## config.mk

```make
export PLATFORM = sky130hd
export DESIGN_NAME = rename_ctrl
export DESIGN_NICKNAME = d
export VERILOG_FILES = /design/src/rtl/rename_pkg.sv /design/src/rtl/rename_ctrl_fifo.sv /design/src/rtl/rename_ctrl.sv
export SDC_FILE = /design/constraint.sdc
export NUM_CORES = 1
export LEC_CHECK = 0
export ABC_AREA = 1
export CELL_PAD_IN_SITES_DETAIL_PLACEMENT = 1
export CELL_PAD_IN_SITES_GLOBAL_PLACEMENT = 1
export CORE_ASPECT_RATIO = 1.2
export CORE_MARGIN = 2
export CORE_UTILIZATION = 40
export DETAILED_ROUTE_END_ITERATION = 8
export GPL_ROUTABILITY_DRIVEN = 0
export GPL_TIMING_DRIVEN = 0
export HOLD_SLACK_MARGIN = 0.08
export PLACE_DENSITY = 0.88
export SYNTH_ARGS = -nofsm -noshare
export SYNTH_HDL_FRONTEND = slang
export SYNTH_HIERARCHICAL = 1
export SYNTH_SLANG_ARGS = --single-unit
```

## constraint.sdc

```tcl
create_clock -name clk_i -period 5.3 [get_ports clk_i]
set_input_delay 0.795 -clock clk_i [delete_from_list [all_inputs] [get_ports clk_i]]
set_output_delay 0.795 -clock clk_i [all_outputs]
set_load 0.02 [all_outputs]
```

## src/rtl/rename_pkg.sv

```systemverilog
// rename_pkg: shared constants and types for the rename-stage sequencing controller.
//   PREG_W       - physical register address width
//   ARCH_W       - architectural register address width
//   FREE_Q_DEPTH - default depth of the free-request queue
//   ren_state_e  - controller state (RUN / STALL / FLUSH)
package rename_pkg;

  localparam int PREG_W       = 5;
  localparam int ARCH_W       = 5;
  localparam int FREE_Q_DEPTH = 4;

  typedef enum logic [1:0] {
    ST_RUN   = 2'd0,
    ST_STALL = 2'd1,
    ST_FLUSH = 2'd2
  } ren_state_e;

endpackage

```

## src/rtl/rename_ctrl_fifo.sv

```systemverilog
// free_req_fifo: first-word-fall-through queue holding physical registers waiting to be
// returned to the free list.
//   clk_i, reset_i   - clock, synchronous active-high reset (clears pointers and count)
//   push_i/push_data_i - enqueue request and data (ignored when full)
//   pop_i            - dequeue the head entry (ignored when empty)
//   head_o           - current head entry, valid whenever empty_o = 0
//   full_o, empty_o, count_o - occupancy status, all from registered state
module free_req_fifo #(
  parameter int DEPTH = rename_pkg::FREE_Q_DEPTH,
  parameter int W     = rename_pkg::PREG_W,
  localparam int PTR_W = $clog2(DEPTH),
  localparam int CW    = PTR_W + 1
) (
  input  logic          clk_i,
  input  logic          reset_i,
  input  logic          push_i,
  input  logic [W-1:0]  push_data_i,
  input  logic          pop_i,
  output logic [W-1:0]  head_o,
  output logic          full_o,
  output logic          empty_o,
  output logic [CW-1:0] count_o
);
  import rename_pkg::*;

  logic [W-1:0]     mem_q [DEPTH];
  logic [W-1:0]     mem_d [DEPTH];
  logic [PTR_W-1:0] wr_ptr_q, wr_ptr_d;
  logic [PTR_W-1:0] rd_ptr_q, rd_ptr_d;
  logic [CW-1:0]    count_q, count_d;
  logic             push_ok, pop_ok;

  assign full_o  = (count_q == CW'(DEPTH));
  assign empty_o = (count_q == '0);
  assign count_o = count_q;
  assign head_o  = mem_q[rd_ptr_q];

  assign push_ok = push_i & ~full_o;
  assign pop_ok  = pop_i & ~empty_o;

  always_comb begin
    mem_d    = mem_q;
    wr_ptr_d = wr_ptr_q;
    rd_ptr_d = rd_ptr_q;
    count_d  = count_q;
    if (push_ok) begin
      mem_d[wr_ptr_q] = push_data_i;
      // Depth is a power of two, so the pointer wraps naturally.
      wr_ptr_d = wr_ptr_q + PTR_W'(1);
    end
    if (pop_ok) begin
      rd_ptr_d = rd_ptr_q + PTR_W'(1);
    end
    case ({push_ok, pop_ok})
      2'b10:   count_d = count_q + CW'(1);
      2'b01:   count_d = count_q - CW'(1);
      default: count_d = count_q;
    endcase
  end

  // Storage is data only and carries no reset; occupancy is tracked by pointers/count.
  always_ff @(posedge clk_i) begin
    mem_q <= mem_d;
  end

  always_ff @(posedge clk_i) begin
    if (reset_i) begin
      wr_ptr_q <= '0;
      rd_ptr_q <= '0;
      count_q  <= '0;
    end else begin
      wr_ptr_q <= wr_ptr_d;
      rd_ptr_q <= rd_ptr_d;
      count_q  <= count_d;
    end
  end

endmodule

```

## src/rtl/rename_ctrl.sv

```systemverilog
// rename_ctrl: sequencing controller for the rename stage and the physical-register free list.
//   Decode side   : dec_valid_i/dec_rd_wen_i/dec_rd_addr_i in, dec_ready_o out
//   Rename side   : ren_inst_valid_o (allocating fire)
//   Dispatch side : disp_ready_i credit in, disp_valid_o (fire delayed one cycle)
//   Free list     : fl_empty_i in, fl_free_en_o/fl_free_addr_o single free port out
//   Commit/squash : cmt_* and sq_* free requests with cmt_ready_o/sq_ready_o
//   Flush control : flush_i, sq_done_i
//   Statistics    : stall_empty_cnt_o saturating count of empty-free-list stall cycles
module rename_ctrl #(
  parameter int FREE_Q_DEPTH = rename_pkg::FREE_Q_DEPTH,
  parameter int PREG_W       = rename_pkg::PREG_W,
  parameter int CNT_W        = 16
) (
  input  logic                        clk_i,
  input  logic                        reset_i,
  input  logic                        dec_valid_i,
  input  logic                        dec_rd_wen_i,
  input  logic [rename_pkg::ARCH_W-1:0] dec_rd_addr_i,
  output logic                        dec_ready_o,
  input  logic                        disp_ready_i,
  output logic                        ren_inst_valid_o,
  output logic                        disp_valid_o,
  input  logic                        fl_empty_i,
  output logic                        fl_free_en_o,
  output logic [PREG_W-1:0]           fl_free_addr_o,
  input  logic                        cmt_free_en_i,
  input  logic [PREG_W-1:0]           cmt_free_addr_i,
  output logic                        cmt_ready_o,
  input  logic                        sq_free_en_i,
  input  logic [PREG_W-1:0]           sq_free_addr_i,
  output logic                        sq_ready_o,
  input  logic                        flush_i,
  input  logic                        sq_done_i,
  output logic [CNT_W-1:0]            stall_empty_cnt_o
);
  import rename_pkg::*;

  localparam int QCNT_W = $clog2(FREE_Q_DEPTH) + 1;

  ren_state_e        state_q, state_d;
  logic              sq_done_seen_q, sq_done_seen_d;
  logic              disp_valid_q, disp_valid_d;
  logic [CNT_W-1:0]  stall_cnt_q, stall_cnt_d;

  logic              needs_alloc;
  logic              free_prio;
  logic              fire;
  logic              stall_evt;
  logic              cmt_acc, sq_acc;
  logic              q_push, q_pop;
  logic [PREG_W-1:0] q_push_data, q_head;
  logic              q_full, q_empty;
  logic [QCNT_W-1:0] q_count;

  free_req_fifo #(
    .DEPTH (FREE_Q_DEPTH),
    .W     (PREG_W)
  ) u_fifo (
    .clk_i       (clk_i),
    .reset_i     (reset_i),
    .push_i      (q_push),
    .push_data_i (q_push_data),
    .pop_i       (q_pop),
    .head_o      (q_head),
    .full_o      (q_full),
    .empty_o     (q_empty),
    .count_o     (q_count)
  );

  // x0 is never renamed, so writes to it need no physical register.
  assign needs_alloc = dec_rd_wen_i & (dec_rd_addr_i != '0);
  assign stall_evt   = dec_valid_i & needs_alloc & fl_empty_i;

  // Near-full queue or flush gives the free port priority by blocking allocation.
  assign free_prio = (q_count >= QCNT_W'(FREE_Q_DEPTH - 1)) | (state_q == ST_FLUSH);

  assign dec_ready_o = ~reset_i & (state_q == ST_RUN) & disp_ready_i & ~flush_i &
                       (~needs_alloc | (~fl_empty_i & ~free_prio));
  assign fire             = dec_valid_i & dec_ready_o;
  assign ren_inst_valid_o = fire & needs_alloc;

  // The free list takes one pointer update per cycle: a free only goes out when no
  // allocation is happening.
  assign fl_free_en_o   = ~reset_i & ~q_empty & ~ren_inst_valid_o;
  assign fl_free_addr_o = fl_free_en_o ? q_head : '0;
  assign q_pop          = fl_free_en_o;

  // One enqueue per cycle; commit wins over squash.
  assign cmt_ready_o = ~reset_i & ~q_full;
  assign sq_ready_o  = ~reset_i & ~q_full & ~cmt_free_en_i;
  assign cmt_acc     = cmt_free_en_i & cmt_ready_o;
  assign sq_acc      = sq_free_en_i & sq_ready_o;

  // p0 requests are acknowledged but never reach the queue.
  assign q_push      = (cmt_acc & (cmt_free_addr_i != '0)) | (sq_acc & (sq_free_addr_i != '0));
  assign q_push_data = cmt_acc ? cmt_free_addr_i : sq_free_addr_i;

  // A fire in the cycle before a flush is killed as it reaches dispatch.
  assign disp_valid_o      = disp_valid_q & ~flush_i & (state_q != ST_FLUSH);
  assign stall_empty_cnt_o = stall_cnt_q;

  always_comb begin
    state_d        = state_q;
    sq_done_seen_d = 1'b0;
    disp_valid_d   = fire;
    stall_cnt_d    = stall_cnt_q;

    if (stall_evt && (stall_cnt_q != '1)) begin
      stall_cnt_d = stall_cnt_q + CNT_W'(1);
    end

    case (state_q)
      ST_RUN: begin
        if (stall_evt) state_d = ST_STALL;
      end
      ST_STALL: begin
        if (!fl_empty_i) state_d = ST_RUN;
      end
      ST_FLUSH: begin
        // sq_done_i may pulse before the queue drains, so remember it.
        if ((sq_done_seen_q || sq_done_i) && q_empty) begin
          state_d = ST_RUN;
        end else begin
          sq_done_seen_d = sq_done_seen_q | sq_done_i;
        end
      end
      default: state_d = ST_RUN;
    endcase

    if (flush_i) begin
      state_d        = ST_FLUSH;
      sq_done_seen_d = 1'b0;
    end
  end

  always_ff @(posedge clk_i) begin
    if (reset_i) begin
      state_q        <= ST_RUN;
      sq_done_seen_q <= 1'b0;
      disp_valid_q   <= 1'b0;
      stall_cnt_q    <= '0;
    end else begin
      state_q        <= state_d;
      sq_done_seen_q <= sq_done_seen_d;
      disp_valid_q   <= disp_valid_d;
      stall_cnt_q    <= stall_cnt_d;
    end
  end

endmodule

```

After elaboration in Yosys (flattened, before gate mapping)

Cells that the tools add are included.

Add/sub/neg operators: 5
$lt $le $gt $ge: 4
Eq/ne operators: 13
Multiplexer cells: 14
Bitwise gates (word level): 38
Reduce and logical (&&, ||, !) cells: 14

Operator list:

| kind                    | count |
|---|---|
| $mux W5                 | 5 |
| $and A1 B1 Y1           | 22 |
| $bwmux W20              | 1 |
| $add A16 B1 Y16 const B | 1 |
| $ne A16 B16 Y1 const B  | 1 |
| $reduce_bool A5 Y1      | 3 |
| $bmux W5 S2             | 1 |
| $demux W5 S2            | 1 |
| $not A1 Y1              | 10 |
| $mux W2                 | 4 |
| $ge A3 B3 Y1 const B    | 2 |
| $ne A2 B2 Y1 const B    | 3 |
| $ne A3 B3 Y1 const B    | 2 |
| $not A2 Y3              | 2 |
| $pmux W2 S3             | 1 |
| $pmux W3 S2             | 1 |
| $reduce_and A3 Y1       | 2 |
| $add A2 B1 Y2 const B   | 2 |
| $eq A2 B1 Y1 const B    | 2 |
| $eq A2 B2 Y1 const B    | 2 |
| $or A1 B1 Y1            | 4 |
| $reduce_or A4 Y1        | 1 |
| $add A3 B1 Y3 const B   | 1 |
| $eq A3 B3 Y1 const B    | 1 |
| 11 further kinds        | 13 |

Register bits: 47
Bits of input ports: 25
Output and inout bits: 27
Logic and storage cells: 100

Depth between registers and ports, before layout

Gate-level depths: netlist of run 1.

Depth after elaboration: 13
Depth in mapped cells: 18
Gate-level depth less buffers: 18

Modules after synthesis

The synthesis of run 1 kept the hierarchy.

By module, submodules not included:

| module        | instances | cells each | area each (µm²) | seq. area each (µm²) |
|---|---|---|---|---|
| rename_ctrl   | 1         | 224        | 1,322.5         | 400.4 |
| free_req_fifo | 1         | 115        | 1,198.6         | 740.7 |

Least setup slack after synthesis of run 1

Ideal clock, no wire load.

Path type: input -> register
Start point: in reset_i
End point: reg u_fifo.count_q[1] (netlist: u_fifo/count_o[1])
Data arrival time: 2.726 ns
Path slack: 2.504 ns
Cell stages on the path: 8
Path buffers: 0
Path through: nor2_1 nand2_1 o21ai_0 nand2_2 ha_1 inv_1 fa_1 a21oi_1

Elaborated cells between the ends (all ways): 23
Those cells by class: 2 x eq/ne; 1 x mux; 19 x bitwise; 1 x reduce/logical

RTL lines:

| what                                                     | line                                 | RTL |
|---|---|---|
| from (decl)                                              | rename_ctrl.sv:15                    | `input logic reset_i,` |
| $not A1 Y1 *                                             | rename_ctrl.sv:89, rename_ctrl.sv:90 |  |
| $and A1 B1 Y1 *                                          | rename_ctrl.sv:89, rename_ctrl.sv:90 |  |
| $and A1 B1 Y1                                            | rename_ctrl.sv:90                    | `assign sq_ready_o = ~reset_i & ~q_full & ~cmt_free_en_i;` |
| $and A1 B1 Y1                                            | rename_ctrl.sv:92                    | `assign sq_acc = sq_free_en_i & sq_ready_o;` |
| $and A1 B1 Y1                                            | rename_ctrl.sv:95                    | `assign q_push = (cmt_acc & (cmt_free_addr_i != '0)) \| (sq_acc & (sq_free_addr_i != '0));` |
| $or A1 B1 Y1 *                                           | rename_ctrl.sv:95                    |  |
| net q_push                                               | rename_ctrl.sv:50                    | `logic q_push, q_pop;` |
| $and A1 B1 Y1 *                                          | rename_ctrl_fifo.sv:38               | `assign push_ok = push_i & ~full_o;` |
| $eq A2 B1 Y1 / $eq A2 B2 Y1 (equally long branches)      | rename_ctrl_fifo.sv:54               | `case ({push_ok, pop_ok})` |
| $pmux W3 S2 / $reduce_bool A2 Y1 (equally long branches) | --                                   |  |
| to (signal assigned)                                     | rename_ctrl_fifo.sv:74               | `count_q <= count_d;` |
| to (decl)                                                | rename_ctrl_fifo.sv:30               | `logic [CW-1:0] count_q, count_d;` |

Mark *: on every way through the listed nets, which the timed path passes. The rest lies on a longest branch.
A chain may end at the register's enable or synchronous reset.

Worst setup path after layout of run 1

Start point: in reset_i
End point: out fl_free_en_o

Word-level cells in the longest chain between the ends: 9
Elaborated cells between the ends (all ways): 10
Those cells by class: 10 x bitwise

RTL lines:

| what                        | line                                 | RTL |
|---|---|---|
| $not A1 Y1 *                | rename_ctrl.sv:77, rename_ctrl.sv:84 |  |
| $and A1 B1 Y1 (4 in series) | rename_ctrl.sv:77                    | `assign dec_ready_o = ~reset_i & (state_q == ST_RUN) & disp_ready_i & ~flush_i &` |
| $and A1 B1 Y1               | rename_ctrl.sv:79                    | `assign fire = dec_valid_i & dec_ready_o;` |
| $and A1 B1 Y1               | rename_ctrl.sv:80                    | `assign ren_inst_valid_o = fire & needs_alloc;` |
| $not A1 Y1                  | rename_ctrl.sv:84                    | `assign fl_free_en_o = ~reset_i & ~q_empty & ~ren_inst_valid_o;` |
| $and A1 B1 Y1 *             | rename_ctrl.sv:84                    |  |
| to (decl)                   | rename_ctrl.sv:24                    | `output logic fl_free_en_o,` |

Every way passes the cells marked *; elsewhere a longest branch is shown, timed or not.

==> flow_summary.yaml, run 1 <==
clock_tree:
  insertion_delay_ns: 0.30
  cts_tree: "yes"
  post_cts_buffers: 0
  ctsHoldBuffers: 0
  cts_root_buffer: "clkbuf_8"
  cts_sinks: 47
  cts_buffer_depth: 2
  path_clk_slew_ns: 0.09
  cts_made_buffers: 5
  h-tree-depth: 2
  post_cts_resized: 0
timing:
  rsz0062_at_grt: "false"
  max_freq_mhz: 264.8
  final-hold-violation-count: 0
  period_needed_ns: 3.777
  min_period_over_period_pct: 71.26
  fin_setup_tns_ns: 0
  clock_skew_ns: 0.005806
  slew_violations: 0
  setup_viol: 0
  max-slew-margin-rel_pct: 51.88
  worst_slew_pin_slew_ns: 0.7142
worst_setup_path:
  slowest_stage: "clkdlybuf4s50_1"
  crit_fanout: 8
  end_kind: "output pin"
  cp-start-kind: "primary input"
  worst-r2r-setup-slack_ns: 2.44
  arrival_ns: 2.98
  critical-path-top-delay-family: "buffers and inverters"
  path_class: "in2out"
  slowest_delay_ns: 0.55
  crit_buf_inv: 4
  rr_endpoint: "u_fifo/count_o[1]$_SDFFE_PP0P_"
  rr_worst_depth: 11
  cp.required_ns: 4.51
  rr_startpoint: "u_fifo/count_o[1]$_SDFFE_PP0P_"
  crit_chain: "clkdlybuf4s50_1, inv_1, nand2_1, nor2_1, nand4_1, nand2_1, inv_1, clkdlybuf4s50_1"
finish:
  drive_gt1_share_pct: 7.035
  antenna_cells: 0
  fill_cells: 788
  nets: 429
  final_core_util_pct: 53.27
  area.growth.synth_to_final_pct: 27.84
  design_area_sq_um: 3223
hold_path:
  min-delay-start: "state_q[0]$_SDFFE_PP0P_"
  hold_path_end: "state_q[0]$_SDFFE_PP0P_"
  holdCritPathClass: "reg2reg"
  whs_path_depth: 2
global_routing:
  antenna_found_initial: 0
  grt_pass1_vias: 2547
  grt_overflow_total: 0
  grt_max_degree: 16
  gr-usage-all-layers_pct: 20.83
  grt_pass1_wl_um: 11700
synthesis:
  ys.flop_type: "dfxtp_1"
  yosys-top-cells-area: "edfxtp_1 (24%), dfxtp_1 (21%), nand2_1 (12%)"
  ys_warn_count: 6
  synth_top_area_share_pct: 23.82
  synth_nets: 371
  postSynthAreaPerCell_sq_um: 7.437
  ys_seq_elements: 47
  async_flop_share_pct: 0
  ys_types: 26
  synth-edff-count: 20
  synthesis.area_sq_um: 2521
  yosysTopAreaCell: "edfxtp_1"
  ys_seq_area_share_pct: 45.26
  syn_inst: 339
floorplan:
  dieArea_sq_um: 6957
  pin_count: 52
  core_sq_um: 6051
  start_util_pct: 41.67
  die_width_um: 76.48
  std_cell_rows: 31
  die_h_um: 90.97
drt:
  antenna_left: 0
  first_pass_iters: 4
  wl_um: 6966
  route.detailed.drc: 0
  viasPerCell: 5.015
  vias: 2407
  dr.first_iter.drc_count: 108
  avgRoutedWirePerCell_um: 14.51
place:
  place_area_sq_um: 3134
  dp_hpwl_um: 5498
  portBuffers: 51
run_status:
  status: "complete, no violations"
pwr:
  vdd_ir_drop_max_mv: 0.1252
  cellPowerDensity_nw_per_um2: 260.8
  p_leak_nw: 1.299
run:
  timing.max_cap.violations: 0
[metal layers]
| layer | global-route usage [%] | share of wire (%) | vias to the layer above |
|---|---|---|---|
| li1 | - | - | 1200 |
| met1 | 23.27 | 41 | 1142 |
| met2 | 38.86 | 54 | 55 |
| met3 | 3.678 | 3.2 | 10 |
| met4 | 8.182 | 1.7 | 0 |
| met5 | 0 | 0 | - |
[worst max-delay path by stage]
stage / start / endpoint / slack (ns) / depth (start not counted)
6_report: reset_i / fl_free_en_o / 1.52 / 8
5_1_grt: reset_i / fl_free_en_o / 1.33 / 8
3_3_place_gp: reset_i / fl_free_en_o / 1.51 / 8
3_5_place_dp: reset_i / fl_free_en_o / 1.48 / 8
2_1_floorplan: reset_i / u_fifo/count_o[1]$_SDFFE_PP0P_ / 2.50 / 8
4_1_cts: reset_i / fl_free_en_o / 1.49 / 8
[kinds of logic after synthesis]
logic type,Yosys count,synth area share [%]
simple gates,180,30.72
buf+inv,53,8.784
compound gates,47,9.727
flops,47,45.26
fa+ha+maj,7,3.772
xor+xnor,5,1.737
[stage by stage]
stage	power [mW]	hold WS, ns	std cells	worst slack (ns)
6_report	0.8407	0.4975	480	1.523
5_1_grt	0.8905	0.5420	480	1.333
4_1_cts	0.8510	0.5036	480	1.490
3_5_place_dp	0.6319	0.4928	472	1.478
3_3_place_gp	0.6197	0.4718	472	1.508
2_1_floorplan	0.5485	0.4550	339	2.504
[state kept, by name (all words and copies together) (netlist names)]
| name | cells |
|---|---|
| u_fifo/rd_ptr_q | 2 |
| u_fifo/mem_q | 20 |
| sq_done_seen_q | 1 |
| u_fifo/wr_ptr_q | 2 |
| state_q | 2 |
| u_fifo/count_o | 3 |
| stall_empty_cnt_o | 16 |
| disp_valid_q | 1 |
[synth_stat cells (4+ instances only)]
cell type,instances
nand4_1,7
o21ai_0,17
o21ai_1,4
inv_2,6
dfxtp_1,27
edfxtp_1,20
inv_1,43
nand2_1,81
ha_1,6
o22ai_1,5
nand3_1,16
nor2_1,60
a21oi_1,20
[worst reg2reg max path: stages, from the launching register on]
cell,delay (ns)
dfxtp_1,0.38
inv_2,0.08
nand3_2,0.15
inv_1,0.08
nor2_1,0.13
nand2_1,0.20
o21ai_0,0.64
nand2_2,0.19
ha_1,0.27
inv_1,0.09
fa_1,0.41
a21oi_1,0.16
[report_power, final]
part	switching (mW)	internal (mW)
clock network	0.127	0.0920
registers	0.0137	0.400
logic	0.127	0.0814
[cells in the final DEF, fill, tap and decap left out]
master / count
nand2_1: 81
nor2_1: 60
clkdlybuf4s50_1: 51
inv_1: 43
dfxtp_1: 27
a21oi_1: 20
edfxtp_1: 20
o21ai_0: 17
nand3_1: 16
nand4_1: 7
inv_2: 6
ha_1: 6
clkbuf_8: 5
o22ai_1: 5
o21ai_1: 4
nand3_2: 3
nand2_2: 3
buf_6: 3
xor2_1: 3
nor3_1: 2
nor4_1: 2
nor2_2: 2
nor2_4: 2
nand3b_1: 2
xnor2_1: 2
clkinvlp_4: 2
clkbuf_1: 1
a21oi_2: 1
clkinv_2: 1
fa_1: 1
[layout make-up]
type	instances	area [sq um]	share of cell area [%]
sequential	47	1141	35.40
tap	82	102.6	3.183
buffer	4	37.54	1.165
clock inverter	3	20.02	0.6211
inverter	49	183.9	5.707
multi-input combinational	239	1159	35.95
timing repair buffer	51	510.5	15.84
clock buffer	5	68.82	2.135
No activity file was read; power rests on OpenSTA's default activity.
==> run 2, diff against run 1 <==
Settings changed: CORE_UTILIZATION 40 to 33, PLACE_DENSITY 0.88 to 0.77.
Clock period 5.3 ns to 3.2 ns, I/O delays scaled along.
==> run 2 against run 1 <==
  * First-iteration DRC count down 34%
  * Combinational power up 66%
  * Highest routed layer unchanged
  * Hold slack worse by 0.0056 ns
  * Critical endpoint unchanged
==> flow_summary.yaml, run 2 (synthesis results as in run 1) <==
pwr:
  clkPwrFrac_pct: 32.9
  p_leak_nw: 1.324
  cellPowerDensity_nw_per_um2: 469.1
  p_int_mw: 1.111
  vdd_ir_drop_max_mv: 0.2932
  combPwrFrac_pct: 22.5
  p_sw_share_pct: 27.78
  p_sw_mw: 0.4273
  seq_power_share_pct: 44.6
clock_tree:
  h-tree-depth: 2
  cts_sinks: 47
  cts_buffer_depth: 2
  path_clk_slew_ns: 0.08
  cts_made_buffers: 5
  ctsHoldBuffers: 0
  insertion_delay_ns: 0.29
  cts_tree: "yes"
  cts_root_buffer: "clkbuf_8"
finish:
  seq_area_sq_um: 1141
  antenna_cells: 0
  final_core_util_pct: 44.82
  mostFrequentLayoutCell: "nand2_1"
  drive_gt1_share_pct: 7.286
  layout_common_cells: "nand2_1 (80), nor2_1 (60), clkdlybuf4s50_1 (51)"
  largest_reg_flops: 20
  nets: 429
  layoutNonFillerInstCount: 488
  regMostFlops: "u_fifo/mem_q"
  multiInputGateArea_sq_um: 1161
  area.growth.synth_to_final_pct: 30.07
  fill_cells: 944
hold_path:
  holdCritPathClass: "reg2reg"
  hold_path_end: "sq_done_seen_q$_SDFF_PP0_"
  whs_path_depth: 2
  min-delay-start: "sq_done_seen_q$_SDFF_PP0_"
worst_setup_path:
  crit_chain: "clkdlybuf4s50_1, inv_2, nand2_1, nor2_1, nand4_1, nand2_2, inv_1, clkdlybuf4s50_1"
  arrival_ns: 2.53
  worst-r2r-setup-slack_ns: 0.51
  critPathMostFrequentCell: "clkdlybuf4s50_1"
  end_kind: "output pin"
  rr_worst_depth: 11
  rr_endpoint: "u_fifo/count_o[1]$_SDFFE_PP0P_"
  cp-start-kind: "primary input"
  startpoint: "reset_i"
  cp_num_cells: 8
  rr_startpoint: "u_fifo/count_o[1]$_SDFFE_PP0P_"
  crit_fanout: 8
  slowest_stage: "clkdlybuf4s50_1"
  slowest_delay_ns: 0.56
  critical-path-top-delay-family: "buffers and inverters"
  crit_buf_inv: 4
  cp.required_ns: 2.72
  path_class: "in2out"
floorplan:
  pin_count: 52
  core_sq_um: 7317
  die_width_um: 83.79
  die_h_um: 99.75
  std_cell_rows: 34
  dieArea_sq_um: 8358
  start_util_pct: 34.46
timing:
  slew_violations: 0
  max_freq_mhz: 331.7
  worst_slew_pin_slew_ns: 0.5246
  clock_skew_ns: 0.008863
  period_needed_ns: 3.015
  setup_viol: 0
  rsz0062_at_grt: "false"
  max-slew-margin-rel_pct: 65.03
  final-hold-violation-count: 0
  min_period_over_period_pct: 94.21
global_routing:
  gr-usage-all-layers_pct: 16.79
  antenna_found_initial: 0
  grt_max_degree: 15
  grt_pass1_vias: 2502
  grt_pass1_wl_um: 11390
  grt_overflow_total: 0
drt:
  route.detailed.drc: 0
  wl_um: 6718
  vias: 2382
  antenna_left: 0
  dr.first_iter.drc_count: 71
  avgRoutedWirePerCell_um: 13.77
  viasPerCell: 4.881
  first_pass_iters: 4
run:
  timing.max_cap.violations: 0
run_status:
  status: "complete, no violations"
place:
  dp_hpwl_um: 5321
  portBuffers: 51
  placed_cells: 480
[run 2: cell type report]
type                            count  share of cell area (%)
Buffer                              4                   1.145
Tap cell                           90                   3.434
Sequential cell                    47                   34.80
Timing Repair Buffer               51                   15.57
Inverter                           49                   5.609
Clock buffer                        6                   2.213
Multi-Input combinational cell    239                   35.41
Clock inverter                      2                   1.831
[run 2: routing by layer]
layer	global-route usage, %	vias up	routed length [um]
met4	3.970	0	67
met5	0	-	0
met2	33.54	42	3707
met1	18.56	1133	2755
li1	-	1201	-
met3	2.241	6	188
[run 2: power by group through the flow]
| stage | clock network (mW) | logic (mW) | registers (mW) |
|---|---|---|---|
| CTS | 0.525 | 0.350 | 0.687 |
| finish | 0.506 | 0.346 | 0.686 |
| global route | 0.542 | 0.388 | 0.691 |
| floorplan | 0 | 0.213 | 0.695 |
| global placement | 0 | 0.331 | 0.697 |
| detailed placement | 0 | 0.349 | 0.701 |
[run 2: what timing repair did]
action / in CTS / in global routing
endpoints found under the setup margin: 1 / 7
resized for setup: 1 / 2
setup buffers: 0 / 0
[run 2: worst min-delay path, stage by stage, from the launching register on]
cell and delay (ns):
dfxtp_1 0.32, nor2_1 0.09, nor3_1 0.05
[run 2: stage by stage]
stage          setup WS (ns)  hold WS [ns]  TNS (ns)  instance area (sq um)  power, mW
2_1_floorplan         0.6145        0.4550         0                   2521     0.9085
3_3_place_gp        -0.06782        0.4715   -0.1083                   3144      1.028
3_5_place_dp         -0.1433        0.4850   -0.2917                   3144      1.050
4_1_cts              0.03717        0.4986         0                   3277      1.561
5_1_grt             0.005208        0.5286         0                   3279      1.622
6_report              0.1852        0.4919         0                   3279      1.538
[run 2: worst max path at each step]
| stage | to | slack, ns |
|---|---|---|
| finish | fl_free_en_o | 0.19 |
| global placement | u_fifo/count_o[2]$_SDFFE_PP0P_ | -0.07 |
| global route | fl_free_en_o | 0.005 |
| floorplan | u_fifo/count_o[1]$_SDFFE_PP0P_ | 0.61 |
| CTS | fl_free_en_o | 0.04 |
| detailed placement | u_fifo/count_o[2]$_SDFFE_PP0P_ | -0.14 |
